==> src/rtl/fb_arb_pkg.sv <==
// rtl/fb_arb_pkg.sv - shared constants and types for the frame-buffer arbiter
package fb_arb_pkg;

    // Requester slots on the arbiter ports
    localparam int REQ_CAM  = 0;
    localparam int REQ_VGA  = 1;
    localparam int REQ_CONV = 2;

    // One 640x480 RGB565 frame, one word per pixel
    localparam int FRAME_WORDS = 640 * 480;

    typedef enum logic [0:0] {
        IDLE  = 1'b0,
        BURST = 1'b1
    } state_t;

endpackage

==> src/rtl/rr_priority_pick.sv <==
// rtl/rr_priority_pick.sv - combinational round-robin winner select
module rr_priority_pick #(
    parameter int N = 3,
    localparam int IW = (N > 1) ? $clog2(N) : 1
) (
    input  logic [N-1:0]  req,
    input  logic [IW-1:0] ptr,
    output logic [N-1:0]  onehot,
    output logic [IW-1:0] idx,
    output logic          any
);

    // Scan from the slot after the last winner, wrapping, first hit wins
    always_comb begin
        int j;
        onehot = '0;
        idx    = '0;
        any    = 1'b0;
        j      = 0;
        for (int k = 1; k <= N; k++) begin
            j = (int'(ptr) + k) % N;
            if (!any && req[j]) begin
                any       = 1'b1;
                onehot[j] = 1'b1;
                idx       = IW'(j);
            end
        end
    end

endmodule

==> src/rtl/frame_buffer_arbiter.sv <==
// rtl/frame_buffer_arbiter.sv - burst arbiter for the shared single-port frame buffer
module frame_buffer_arbiter
    import fb_arb_pkg::*;
#(
    parameter int NUM_REQ     = 3,
    parameter int ADDR_W      = 19,
    parameter int DATA_W      = 16,
    parameter int BURST_LEN   = 16,
    parameter int FRAME_WORDS = fb_arb_pkg::FRAME_WORDS,
    parameter int MAX_URGENT  = 4
) (
    input  logic                      clk,
    input  logic                      reset,
    input  logic [NUM_REQ-1:0]        req,
    input  logic                      urgent,
    input  logic [NUM_REQ-1:0]        req_we,
    input  logic [NUM_REQ*ADDR_W-1:0] req_addr,
    input  logic [NUM_REQ*DATA_W-1:0] req_wdata,
    output logic [NUM_REQ-1:0]        gnt,
    output logic [NUM_REQ-1:0]        beat,
    output logic [NUM_REQ-1:0]        rvalid,
    output logic [DATA_W-1:0]         rdata,
    output logic                      mem_en,
    output logic                      mem_we,
    output logic [ADDR_W-1:0]         mem_addr,
    output logic [DATA_W-1:0]         mem_wdata,
    input  logic [DATA_W-1:0]         mem_rdata,
    output logic                      busy
);

    localparam int IW = (NUM_REQ > 1) ? $clog2(NUM_REQ) : 1;
    localparam int BW = $clog2(BURST_LEN);
    localparam int UW = $clog2(MAX_URGENT + 1);

    state_t               state;
    logic [IW-1:0]        owner;
    logic [IW-1:0]        rr_ptr;
    logic [UW-1:0]        urg_cnt;
    logic [ADDR_W-1:0]    addr_cnt;
    logic                 we_lat;
    logic [BW-1:0]        beat_cnt;
    logic [NUM_REQ-1:0]   rvalid_q;

    logic                 urg_ok;
    logic                 guard;
    logic [NUM_REQ-1:0]   rr_req;
    logic [NUM_REQ-1:0]   rr_onehot;
    logic [IW-1:0]        rr_idx;
    logic                 rr_any;
    logic [NUM_REQ-1:0]   win_onehot;
    logic [IW-1:0]        win_idx;

    // Urgent camera wins outright until it has used up its consecutive quota
    assign urg_ok = req[REQ_CAM] & urgent & (urg_cnt < UW'(MAX_URGENT));
    assign guard  = req[REQ_CAM] & urgent & ~urg_ok;

    // Once the quota is spent, hand the slot to someone else if anyone waits
    always_comb begin
        rr_req = req;
        if (guard && (req & ~NUM_REQ'(1)) != '0) begin
            rr_req[REQ_CAM] = 1'b0;
        end
    end

    rr_priority_pick #(.N(NUM_REQ)) u_pick (
        .req    (rr_req),
        .ptr    (rr_ptr),
        .onehot (rr_onehot),
        .idx    (rr_idx),
        .any    (rr_any)
    );

    assign win_onehot = urg_ok ? NUM_REQ'(1) : rr_onehot;
    assign win_idx    = urg_ok ? IW'(REQ_CAM) : rr_idx;

    // Burst-phase outputs are pure decodes of the latched burst context
    assign busy      = (state == BURST);
    assign gnt       = busy ? (NUM_REQ'(1) << owner) : '0;
    assign beat      = gnt;
    assign mem_en    = busy;
    assign mem_we    = busy & we_lat;
    assign mem_addr  = busy ? addr_cnt : '0;
    assign mem_wdata = busy ? req_wdata[owner*DATA_W +: DATA_W] : '0;
    assign rvalid    = rvalid_q;
    assign rdata     = mem_rdata;

    // Arbitration in IDLE, beat sequencing in BURST, read-valid pipeline
    always_ff @(posedge clk) begin
        if (reset) begin
            state    <= IDLE;
            owner    <= '0;
            rr_ptr   <= '0;
            urg_cnt  <= '0;
            addr_cnt <= '0;
            we_lat   <= 1'b0;
            beat_cnt <= '0;
            rvalid_q <= '0;
        end else begin
            rvalid_q <= beat & {NUM_REQ{~we_lat}};
            case (state)
                IDLE: begin
                    if (urg_ok || rr_any) begin
                        state    <= BURST;
                        owner    <= win_idx;
                        addr_cnt <= req_addr[win_idx*ADDR_W +: ADDR_W];
                        we_lat   <= |(win_onehot & req_we);
                        beat_cnt <= '0;
                        if (urg_ok) begin
                            urg_cnt <= urg_cnt + 1'b1;
                        end else begin
                            rr_ptr  <= rr_idx;
                            urg_cnt <= '0;
                        end
                    end
                end
                BURST: begin
                    addr_cnt <= (addr_cnt == ADDR_W'(FRAME_WORDS - 1)) ? '0 : addr_cnt + 1'b1;
                    beat_cnt <= beat_cnt + 1'b1;
                    if (beat_cnt == BW'(BURST_LEN - 1)) begin
                        state <= IDLE;
                    end
                end
                default: state <= IDLE;
            endcase
        end
    end

endmodule

==> config.mk <==
export PLATFORM = sky130hd
export DESIGN_NAME = frame_buffer_arbiter
export DESIGN_NICKNAME = d
export VERILOG_FILES = /design/src/rtl/fb_arb_pkg.sv /design/src/rtl/rr_priority_pick.sv /design/src/rtl/frame_buffer_arbiter.sv
export SDC_FILE = /design/constraint.sdc
export NUM_CORES = 1
export LEC_CHECK = 0
export BUFFER_PORTS_ARGS = -buffer_cell sky130_fd_sc_hd__buf_2
export CORE_MARGIN = 3
export CORE_UTILIZATION = 40
export CTS_BUF_LIST = sky130_fd_sc_hd__clkbuf_16
export CTS_CLUSTER_SIZE = 14
export DETAILED_ROUTE_END_ITERATION = 6
export PLACE_DENSITY = 0.75
export SLEW_MARGIN = 30
export SYNTH_ARGS = -nofsm -noshare
export SYNTH_HDL_FRONTEND = slang
export SYNTH_SLANG_ARGS = --single-unit
==> constraint.sdc <==
create_clock -name clk -period 5.4 [get_ports clk]
set_input_delay 1.08 -clock clk [delete_from_list [all_inputs] [get_ports clk]]
set_output_delay 1.08 -clock clk [all_outputs]
set_load 0.03 [all_outputs]
After elaboration in Yosys (flattened, before gate mapping)
Cells that the tools add are included.
{ "totals": {"regBits": 35, "output_inout_bits": 63} }
{ "classes": {"n_addsub": 6, "n_reduce_logical": 13, "n_lt_le_gt_ge": 7, "div_mod_pow": 3, "n_shift": 3, "n_eq_ne": 3, "bitwise_logic": 11, "multipliers": 1, "muxes": 39} }
{ "op_table": {"columns": ["op", "n"], "rows": [
  ["$ge 32x1->1 const B", 3],
  ["$lt 32x4->1 const B", 3],
  ["$mod 32x3->32 const B", 3],
  ["$mux 19", 3],
  ["$shiftx 57x8->19", 1],
  ["$shiftx 48x7->16", 1],
  ["$pmux 19 s2", 1],
  ["$add 19x1->19 const B", 1],
  ["$eq 19x19->1 const B", 1],
  ["$mux 3", 6],
  ["$mux 16", 1],
  ["$mux 1", 15],
  ["$mux 2", 4],
  ["$pmux 4 s2", 1],
  ["$mul 2x5->7 const B", 1],
  ["$add 2x2->3 const B", 2],
  ["$and 3x3->3", 2],
  ["$bmux 1 s2", 3],
  ["$demux 1 s2", 3],
  ["$logic_and 1x1->1", 6],
  ["$or 3x3->3", 2],
  ["$add 4x1->4 const B", 1],
  ["$and 1x1->1", 4],
  ["$eq 4x4->1 const B", 1],
  ["14 further kinds", 17]
]} }

Longest topological paths before layout
Gate-level depths: netlist of the first run.
{ "logic_depth": {"word_depth": 21, "depth_mapped": 11} }

By module
From an unflattened synthesis of the first run, not the netlist that was laid out.
{ "hier_totals": {"hier_cells": 481, "area_unflattened_um2": 3465.8} }
{ "by_module_without_submodules": {"columns": ["module", "area_each_um2", "cells_per_inst", "seq_area_each_um2", "instances"], "rows": [
  ["frame_buffer_arbiter", 3184.3, 441, 700.7, 1],
  ["rr_priority_pick", 281.5, 40, 0.0, 1]
]} }

Least setup slack after synthesis of the first run
Ideal clock, no wire load.
{ "synth_path": {"path_kind": "reg-to-output", "start": "register state, in the netlist busy", "end": "output gnt[2]", "stages_incl_launch_ff": 5, "n_path_buf": 2, "t_required_ns": 4.320, "t_arrival_ns": 2.397, "slack_ns": 1.923, "path_cell_list": "dfxtp_1 > clkbuf_1 > clkinv_1 > nor3b_1 > buf_4"} }
{ "synth_between": {"elab_chain_len": 1} }
{ "synth_lines": {"columns": ["element", "line_no", "source"], "rows": [
  ["start, declared", "frame_buffer_arbiter.sv:35", "state_t state;"],
  ["start signal, assigned", "frame_buffer_arbiter.sv:90", "state <= IDLE;"],
  ["start signal, assigned", "frame_buffer_arbiter.sv:103", "state <= BURST;"],
  ["start signal, assigned", "frame_buffer_arbiter.sv:120", "state <= IDLE;"],
  ["$mux 3", "frame_buffer_arbiter.sv:78", "assign gnt = busy ? (NUM_REQ'(1) << owner) : '0;"],
  ["end, declared", "frame_buffer_arbiter.sv:19", "output logic [NUM_REQ-1:0] gnt,"]
]} }
No other way between the ends.

Worst setup path in the final report of the first run
{ "layout_path": {"start": "register owner[0]", "end": "output mem_wdata[14]"} }
{ "layout_between": {"elab_chain_len": 2} }
{ "layout_lines": {"columns": ["element", "line_no", "source"], "rows": [
  ["start, declared", "frame_buffer_arbiter.sv:36", "logic [IW-1:0] owner;"],
  ["start signal, assigned", "frame_buffer_arbiter.sv:104", "owner <= win_idx;"],
  ["$shiftx 48x7->16", "frame_buffer_arbiter.sv:83", "assign mem_wdata = busy ? req_wdata[owner*DATA_W +: DATA_W] : '0;"],
  ["$mux 16", "frame_buffer_arbiter.sv:83", null],
  ["end, declared", "frame_buffer_arbiter.sv:26", "output logic [DATA_W-1:0] mem_wdata,"]
]} }
No other way between the ends.

==> out/metrics.yaml, run 1 <==
cp-endpoint: "mem_wdata[14]"
fillers: 780
ys_types: 65
synth_edf_count: 0
syn_avg_cell_area_um2: 7.70
area_delta_synth_final_pct: 25.2
wire_per_inst_um: 15.6
drive_gt1_frac: 0.346
cts_resized: 0
cp-end-kind: "output port"
drt-vias-per-instance: 5.59
final-hold-violation-count: 0
start_util: 0.414
routed_wirelength_mm: 10.1
maxCapViolCount: 0
required_ns: 4.32
cts_post_setup_buffers_inserted: 0
clock_sinks: 35
cp_max_fo: 20
synthFlopType: "dfxtp_1"
num_io_pins: 193
ys_top_cells_by_area: "dfxtp_1 22%, mux2i_1 10%, nor2_1 7.2%, a21oi_1 5.0%, buf_4 4.7%"
overflow: 0
fin_nets: 679
timing.fmax_mhz: 303
hold_buffers: 0
cts_buffers: 5
regToRegSetupSlack_ns: 2.16
core_mm2: 0.00777
r2r_cells: 9
std_cell_rows: 32
seqCellArea_um2: 701
drtIter0Drc: 231
post-route-min-period_ns: 3.30
tns_ns: 0
drcViolationCount: 0
multiInputGateArea_mm2: 0.00220
p_per_area_mw_per_mm2: 276
gp_congestion: 0.928
post-route-util: 0.519
ant_nets: 0
startpoint: "owner[0]$_SDFFE_PP0P_"
grt_pass1_vias: 3222
clock-root-buffer: "clkbuf_16"
synth_nets: 555
slew-limit-headroom: 0.389
max_slew.worst_pin.slew_ns: 0.909
dp_cells: 637
tritoncts: "built"
status: "completed"
ys_seq_area_frac: 0.218
async_flop_share: 0
ir_worst_vdd_mv: 0.137
dp.final_hpwl_mm: 7.74
setup_viol: 0
clk_pin_slew_ns: 0.05
drt_pass1_iterations: 7
dieArea_mm2: 0.00915
die_h_um: 95.7
grt_max_degree: 39
port_buffers: 160
rsz0062_at_grt: "no"
path_class: "reg -> out"
die_w_um: 95.7
r2r_end: "addr_cnt[8]$_SDFFE_PP0P_"
ys_warn_count: 0
startpoint_type: "register"
clk_latency_ns: 0.28
htree_levels: 2
fin_skew_ns: 0.00407
grt_pass1_wl_mm: 14.9
instances_no_fill: 645
r2r-start: "rr_ptr[1]$_SDFFE_PP0P_"
final-max-slew-violation-count: 0
cp.arrival_ns: 2.22
hold_class: "reg -> reg"
hold_ws_ns: 0.495
period_share: 0.611
ys_ff_latch: 35
diodes: 0
synthCells: 418
clk_path_buf_depth: 2
netlist_area_mm2: 0.00322
p_leak_uw: 0.00189
antenna_found_initial: 1
synth_area_leader_cell: "dfxtp_1"
synth_top_area_frac: 0.218
vias: 3607
grtUsageTotal: 0.203
## cells in the final DEF (no fill, tap or decap), drive strengths merged, types with 6 or more instances in the layout
cell type | synthesis | routed
buf | 32 | 162
nor2 | 63 | 63
dfxtp | 35 | 35
mux2i | 33 | 33
a21oi | 32 | 32
nand2 | 29 | 29
and2 | 20 | 20
o21ai | 19 | 19
nand3 | 12 | 12
inv | 10 | 10
o211ai | 10 | 10
a22oi | 9 | 9
xnor2 | 7 | 7
ha | 7 | 7
a222oi | 6 | 6
nand4 | 6 | 6
## per-layer routing
layer | GRT usage | share of wire | up-vias
li1 | - | - | 1747
met2 | 0.365 | 0.51 | 180
met4 | 0.0604 | 0.024 | 2
met5 | 0 | 0.0013 | -
met3 | 0.0268 | 0.080 | 28
met1 | 0.250 | 0.39 | 1650
## registers in the layout, indices dropped and copies added, names as in the netlist
| name | cells |
|---|---|
| beat_cnt | 4 |
| we_lat | 1 |
| urg_cnt | 3 |
| addr_cnt | 19 |
| busy | 1 |
| owner | 2 |
| rvalid | 3 |
| rr_ptr | 2 |
## layout make-up
type                    count  share of cell area
multi-input cells         326               0.546
clock inverters             3             0.00373
clock buffers               5              0.0311
inverters                  12              0.0112
repair buffers            162               0.202
well taps                 102              0.0317
flip-flops and latches     35               0.174
## synthesized netlist by cell type, types with 8 or more instances
master / count
nor2_1: 62
nand3_1: 12
a22oi_1: 9
a21oi_1: 32
inv_1: 10
dfxtp_1: 35
clkbuf_1: 13
buf_4: 20
o21ai_1: 12
mux2i_1: 33
o211ai_1: 8
nand2_1: 28
and2_1: 20
## worst min-delay path by stage
stage | startpoint | to | slack [ns] | cells after the start
2_1_floorplan | we_lat$_SDFFE_PP0P_ | rvalid[2]$_SDFF_PP0_ | 0.44 | 1
3_3_place_gp | beat_cnt[3]$_SDFFE_PP0P_ | beat_cnt[3]$_SDFFE_PP0P_ | 0.48 | 2
3_5_place_dp | beat_cnt[3]$_SDFFE_PP0P_ | beat_cnt[3]$_SDFFE_PP0P_ | 0.47 | 2
4_1_cts | beat_cnt[3]$_SDFFE_PP0P_ | beat_cnt[3]$_SDFFE_PP0P_ | 0.49 | 2
5_1_grt | we_lat$_SDFFE_PP0P_ | rvalid[2]$_SDFF_PP0_ | 0.53 | 1
6_report | we_lat$_SDFFE_PP0P_ | rvalid[0]$_SDFF_PP0_ | 0.50 | 1
## critical path, stage by stage, from the launching register on
cell     delay (ns)
dfxtp_1        0.75
nor2b_2        0.69
a21oi_1        0.16
nor2_1         0.11
buf_2          0.23
## logic make-up after synthesis
| group | synth area share |
|---|---|
| AOI/OAI and AO/OA | 0.252 |
| xor gates and xnor gates | 0.0299 |
| adders and majority gates | 0.0272 |
| buffers and inverters | 0.0992 |
| DFF | 0.218 |
| muxes | 0.106 |
| and+or+nand+nor | 0.268 |
## report_power, final
part | switching [µW] | internal, µW
Sequential | 54.1 | 295
Clock | 107 | 168
Combinational | 298 | 189
## metrics by stage
stage | setup slack, ns | area, µm² | power [µW]
after floorplan | 1.92 | 3220 | 725
after global placement | 1.96 | 3890 | 826
after detailed placement | 1.86 | 3890 | 838
after CTS | 2.06 | 4030 | 1110
after global routing | 1.82 | 4030 | 1170
final | 2.10 | 4030 | 1110
Note: power is estimated with default switching activity, not from simulation.
==> run 2, diff against run 1 <==
ABC_AREA = 1   (was unset)
PLACE_DENSITY = 0.73   (was 0.75)
clock period = 3.2 ns   (was 5.4 ns; I/O delays follow)
==> run 2 against run 1 <==
Area after synthesis up 8.1%; sequential share of layout area down 1.1 points; first-iteration DRC count down 8.7%; critical path type is now reg -> reg; wire length up 3.2%; worst hold slack worse by 0.010 ns; cell count up 32%; die area up 7.5%; core utilization down 0.31 points; sequential power up 110%; total power rose to 3.1 times the previous value; flip-flop and latch count unchanged; worst setup slack worse by 1.6 ns.
==> out/metrics.yaml, run 2 <==
status: "completed"
period_share: 0.841
drtIter0Drc: 211
die_h_um: 99.2
clock_sinks: 35
grtUsageTotal: 0.199
synth_common_cells: "194 x nand2_1, 111 x inv_1, 74 x nand3_1, 35 x a21oi_1, 35 x dfxtp_1"
dieArea_mm2: 0.00984
grt_pass1_wl_mm: 16.8
dp.final_hpwl_mm: 8.29
ys_ff_latch: 35
ys_types: 36
area_delta_synth_final_pct: 23.7
rsz0062_at_grt: "no"
start_util: 0.417
netlist_area_mm2: 0.00348
crit_family: "simple AND/OR/NAND/NOR gates"
path_cells: "inv_1 -> ha_1 -> inv_2 -> o21ai_1 -> nand2_1 -> nand2_2 -> nand4_1 -> nand3_2 -> nand3_4 -> nand2_1 -> nand3_1 -> nand2_1 -> nand2_1 -> a21oi_2"
cp.arrival_ns: 2.90
htree_levels: 2
vias: 4248
hold_buffers: 0
grt_max_degree: 40
required_ns: 3.41
fin_nets: 880
synth_edf_count: 0
cts_buffers: 5
path_class: "reg -> reg"
final-hold-violation-count: 0
final-max-slew-violation-count: 0
r2r_end: "addr_cnt[11]$_SDFFE_PP0P_"
fillers: 862
hold_class: "reg -> reg"
slowest_delay_ns: 0.43
startpoint_type: "register"
r2r_cells: 14
gp_congestion: 0.953
drcViolationCount: 0
routed_wirelength_mm: 10.4
cp_slowest_cell: "ha_1"
grt_pass1_vias: 3968
num_io_pins: 193
cts_resized: 0
largest_reg_flops: 19
overflow: 0
synthCells: 613
clock-root-buffer: "clkbuf_16"
ys_warn_count: 0
yosysMostFrequentCell: "nand2_1"
maxCapViolCount: 0
ant_nets: 0
tns_ns: 0
slew-limit-headroom: 0.539
ys_seq_area_frac: 0.202
async_flop_share: 0
wire_per_inst_um: 12.2
die_w_um: 99.2
ys_top_cells_by_area: "nand2_1 21%, dfxtp_1 20%, inv_1 12%, nand3_1 11%, buf_4 5.2%"
port_buffers: 160
antenna_found_initial: 0
diodes: 0
holdPathStages: 2
top_register: "addr_cnt"
regToRegSetupSlack_ns: 0.51
drt_pass1_iterations: 5
cts_post_setup_buffers_inserted: 0
final_common_cell: "nand2_1"
drt-vias-per-instance: 5.00
power_uw: 3440
path_buf_inv: 2
std_cell_rows: 33
post-route-min-period_ns: 2.69
clk_latency_ns: 0.28
max_slew.worst_pin.slew_ns: 0.691
core_mm2: 0.00834
ir_worst_vdd_mv: 0.391
final.setup.worst_slack_ns: 0.510
drive_gt1_frac: 0.261
r2r-start: "rr_ptr[0]$_SDFFE_PP0P_"
cp-end-kind: "register"
crit_top_cell: "nand2_1"
holdCritStartpoint: "owner[0]$_SDFFE_PP0P_"
pre_cts_ws_ns: 0.553
fin_skew_ns: 0.00727
seqCellArea_um2: 701
p_per_area_mw_per_mm2: 801
synth_nets: 750
clk_path_buf_depth: 2
p_leak_uw: 0.00255
hold_end: "owner[0]$_SDFFE_PP0P_"
timing.fmax_mhz: 372
synth_top_area_frac: 0.210
setup_viol: 0
syn_avg_cell_area_um2: 5.67
multiInputGateArea_mm2: 0.00202
cp_max_fo: 22
synthFlopType: "dfxtp_1"
synth_area_leader_cell: "nand2_1"
mostFrequentLayoutCells: "194 x nand2_1, 160 x buf_2, 111 x inv_1"
clk_pin_slew_ns: 0.06
tritoncts: "built"
reg_top3: "addr_cnt: 19 flops, beat_cnt: 4 flops"
## run 2: cell types whose count changed in the layout (fill, tap and decap cells not counted), sizes merged, moves of 8 or more
cell    delta
a21oi      +8
nor2      -37
and2      -20
nand2    +169
nand3     +66
o21ai      +9
mux2i     -33
inv      +106
o211ai    -10
## run 2: cells by family after synthesis
group / share of synthesized area
DFF: 0.202
xor gates and xnor gates: 0.0227
buffers and inverters: 0.216
AOI/OAI and AO/OA: 0.135
and+or+nand+nor: 0.399
adders and majority gates: 0.0252
## run 2: metrics by stage
| stage | hold WS [ns] | std cells | utilization | instance area (µm²) |
|---|---|---|---|---|
| 3_3_place_gp | 0.470 | 841 | 0.495 | 4130 |
| 5_1_grt | 0.528 | 849 | 0.516 | 4300 |
| 4_1_cts | 0.487 | 849 | 0.516 | 4300 |
| 3_5_place_dp | 0.478 | 841 | 0.495 | 4130 |
| 2_1_floorplan | 0.456 | 613 | - | 3480 |
| 6_report | 0.485 | 849 | 0.516 | 4300 |
## run 2: worst max path at each step
| stage | startpoint | depth (start not counted) | to | slack (ns) |
|---|---|---|---|---|
| 2_1_floorplan | owner[0]$_SDFFE_PP0P_ | 6 | mem_wdata[0] | 0.53 |
| 3_3_place_gp | req[2] | 15 | addr_cnt[11]$_SDFFE_PP0P_ | 0.66 |
| 3_5_place_dp | rr_ptr[0]$_SDFFE_PP0P_ | 14 | addr_cnt[3]$_SDFFE_PP0P_ | 0.55 |
| 4_1_cts | owner[0]$_SDFFE_PP0P_ | 7 | mem_wdata[8] | 0.53 |
| 5_1_grt | rr_ptr[0]$_SDFFE_PP0P_ | 16 | addr_cnt[15]$_SDFFE_PP0P_ | 0.17 |
| 6_report | rr_ptr[0]$_SDFFE_PP0P_ | 14 | addr_cnt[11]$_SDFFE_PP0P_ | 0.51 |
## run 2: layout make-up
cell class / instances / area share
Sequential cell: 35 / 0.163
Inverter: 118 / 0.103
Timing Repair Buffer: 164 / 0.193
Tap cell: 105 / 0.0305
Clock buffer: 5 / 0.0291
Clock inverter: 3 / 0.0108
Multi-Input combinational cell: 419 / 0.470
## run 2: tightest hold or removal path: stages (launching register included)
cell and delay (ns):
dfxtp_1 0.32, nand2_1 0.06, a21oi_1 0.05
## run 2: power breakdown
part / total, µW / switching (µW) / internal (µW)
Combinational: 2130 / 1440 / 686
Sequential: 748 / 179 / 570
Clock: 565 / 195 / 370
## run 2: routing by layer
layer / track usage / share of wire / vias up
li1: - / - / 2159
met1: 0.233 / 0.41 / 1923
met2: 0.370 / 0.51 / 150
met3: 0.0393 / 0.072 / 16
met4: 0.0483 / 0.014 / 0
met5: 0 / 0 / -
==> run 3, diff against run 2 <==
ABC_AREA = 0   (was 1)
PLACE_DENSITY = 0.75   (was 0.73)
clock period = 2.75 ns   (was 3.2 ns; I/O delays follow)
==> run 3 against run 2 <==
Sequential power fell by 11%; clock skew down 0.0050 ns; critical path type unchanged; fmax increased by 5.3%; critical path depth decreased by 5; worst hold slack worse by 0.0016 ns; clock-buffer cell count unchanged; cell area is 2.5% lower; highest routed layer unchanged.
==> out/metrics.yaml, run 3 (same netlist as run 1, synthesis figures left out) <==
status: "completed"
fin_skew_ns: 0.00231
overflow: 0
cts_buffers: 5
grtUsageTotal: 0.212
area_delta_synth_final_pct: 30.4
cp.arrival_ns: 2.76
drtIter0Drc: 238
std_cell_rows: 32
drt_pass1_iterations: 5
grt_max_degree: 39
die_h_um: 95.7
tns_ns: 0
path_class: "reg -> reg"
mostFrequentLayoutCells: "160 x buf_2, 62 x nor2_1, 35 x dfxtp_1"
vias: 3649
period_share: 0.929
cp-end-kind: "register"
grt_pass1_wl_mm: 15.6
antenna_found_initial: 0
clk_latency_ns: 0.28
htree_levels: 2
start_util: 0.414
diodes: 0
top_register: "addr_cnt"
gp_congestion: 0.951
tritoncts: "built"
cts_post_setup_buffers_inserted: 0
rsz0062_at_grt: "no"
cp_max_fo: 12
clock_sinks: 35
required_ns: 2.95
fin_nets: 697
clk_path_buf_depth: 2
dp.final_hpwl_mm: 8.11
hold_class: "in -> reg"
pre_cts_ws_ns: 0.112
final-hold-violation-count: 0
routed_wirelength_mm: 10.2
final_common_cell: "buf_2"
port_buffers: 160
drive_gt1_frac: 0.371
setup_viol: 0
final-max-slew-violation-count: 0
cts_resized: 0
clk_pin_slew_ns: 0.06
num_io_pins: 193
startpoint_type: "register"
drcViolationCount: 0
power_uw: 2240
post-route-min-period_ns: 2.56
p_per_area_mw_per_mm2: 535
timing.fmax_mhz: 391
dieArea_mm2: 0.00915
ir_worst_vdd_mv: 0.231
final.setup.worst_slack_ns: 0.194
wire_per_inst_um: 15.4
post-route-util: 0.540
clock-root-buffer: "clkbuf_16"
largest_reg_flops: 19
max_slew.worst_pin.slew_ns: 0.667
p_leak_uw: 0.00199
hold_buffers: 0
slew-limit-headroom: 0.551
maxCapViolCount: 0
ant_nets: 0
drt-vias-per-instance: 5.50
die_w_um: 95.7
reg_top3: "addr_cnt: 19 flops, beat_cnt: 4 flops"
core_mm2: 0.00777
grt_pass1_vias: 3274
run 3: cell count changes in the layout (fill, tap and decap cells not counted), moves of 20 or more:
| cell | delta |
|---|---|
| and2_1 | +20 |
| inv_1 | -100 |
| mux2i_1 | +33 |
| nand2_1 | -166 |
| nand3_1 | -62 |
| nor2_1 | +39 |
run 3: worst max-delay path: stages, from the launching register on:
cell and delay, ns:
dfxtp_1 0.38, inv_1 0.08, ha_2 0.37, and3b_1 0.23, a31oi_4 0.21, o211ai_4 0.14
o22a_1 0.30, or2_1 0.30, o221a_1 0.26, a211oi_2 0.21
run 3: cell type report:
type | instances | area [µm²]
repair buffers | 180 | 967
clock buffers | 5 | 125
multi-input cells | 326 | 2210
inverters | 12 | 45.0
fillers | 756 | 3570
flip-flops and latches | 35 | 701
well taps | 102 | 128
clock inverters | 3 | 16.3
run 3: per-layer routing:
layer | up-vias | share of wire | track usage
li1 | 1784 | - | -
met1 | 1690 | 0.41 | 0.270
met2 | 152 | 0.51 | 0.380
met3 | 23 | 0.070 | 0.0205
met4 | 0 | 0.013 | 0.0509
met5 | - | 0 | 0
run 3: metrics by stage:
step           instances  hold slack [ns]  area [µm²]
2_1_floorplan        418            0.444        3230
3_3_place_gp         655            0.465        4040
3_5_place_dp         655            0.472        4040
4_1_cts              663            0.484        4190
5_1_grt              663            0.488        4190
6_report             663            0.483        4190
run 3: path summary, 6_finish.rpt:
| path | startpoint | endpoint | slack, ns | cells past startpoint |
|---|---|---|---|---|
| hold / removal | req_addr[49] | addr_cnt[11]$_SDFFE_PP0P_ | 0.48 | 3 |
| setup / recovery | rr_ptr[0]$_SDFFE_PP0P_ | addr_cnt[17]$_SDFFE_PP0P_ | 0.19 | 9 |
| hold reg to reg | we_lat$_SDFFE_PP0P_ | rvalid[0]$_SDFF_PP0_ | 0.49 | 1 |
| setup reg to reg | rr_ptr[0]$_SDFFE_PP0P_ | addr_cnt[17]$_SDFFE_PP0P_ | 0.19 | 9 |
run 3: where the power goes:
part / switching (µW) / total (µW) / leakage [µW] / internal, µW
Sequential: 90.9 / 669 / 0.000287 / 578
Clock: 217 / 547 / 0.0000710 / 330
Combinational: 607 / 1030 / 0.00163 / 419
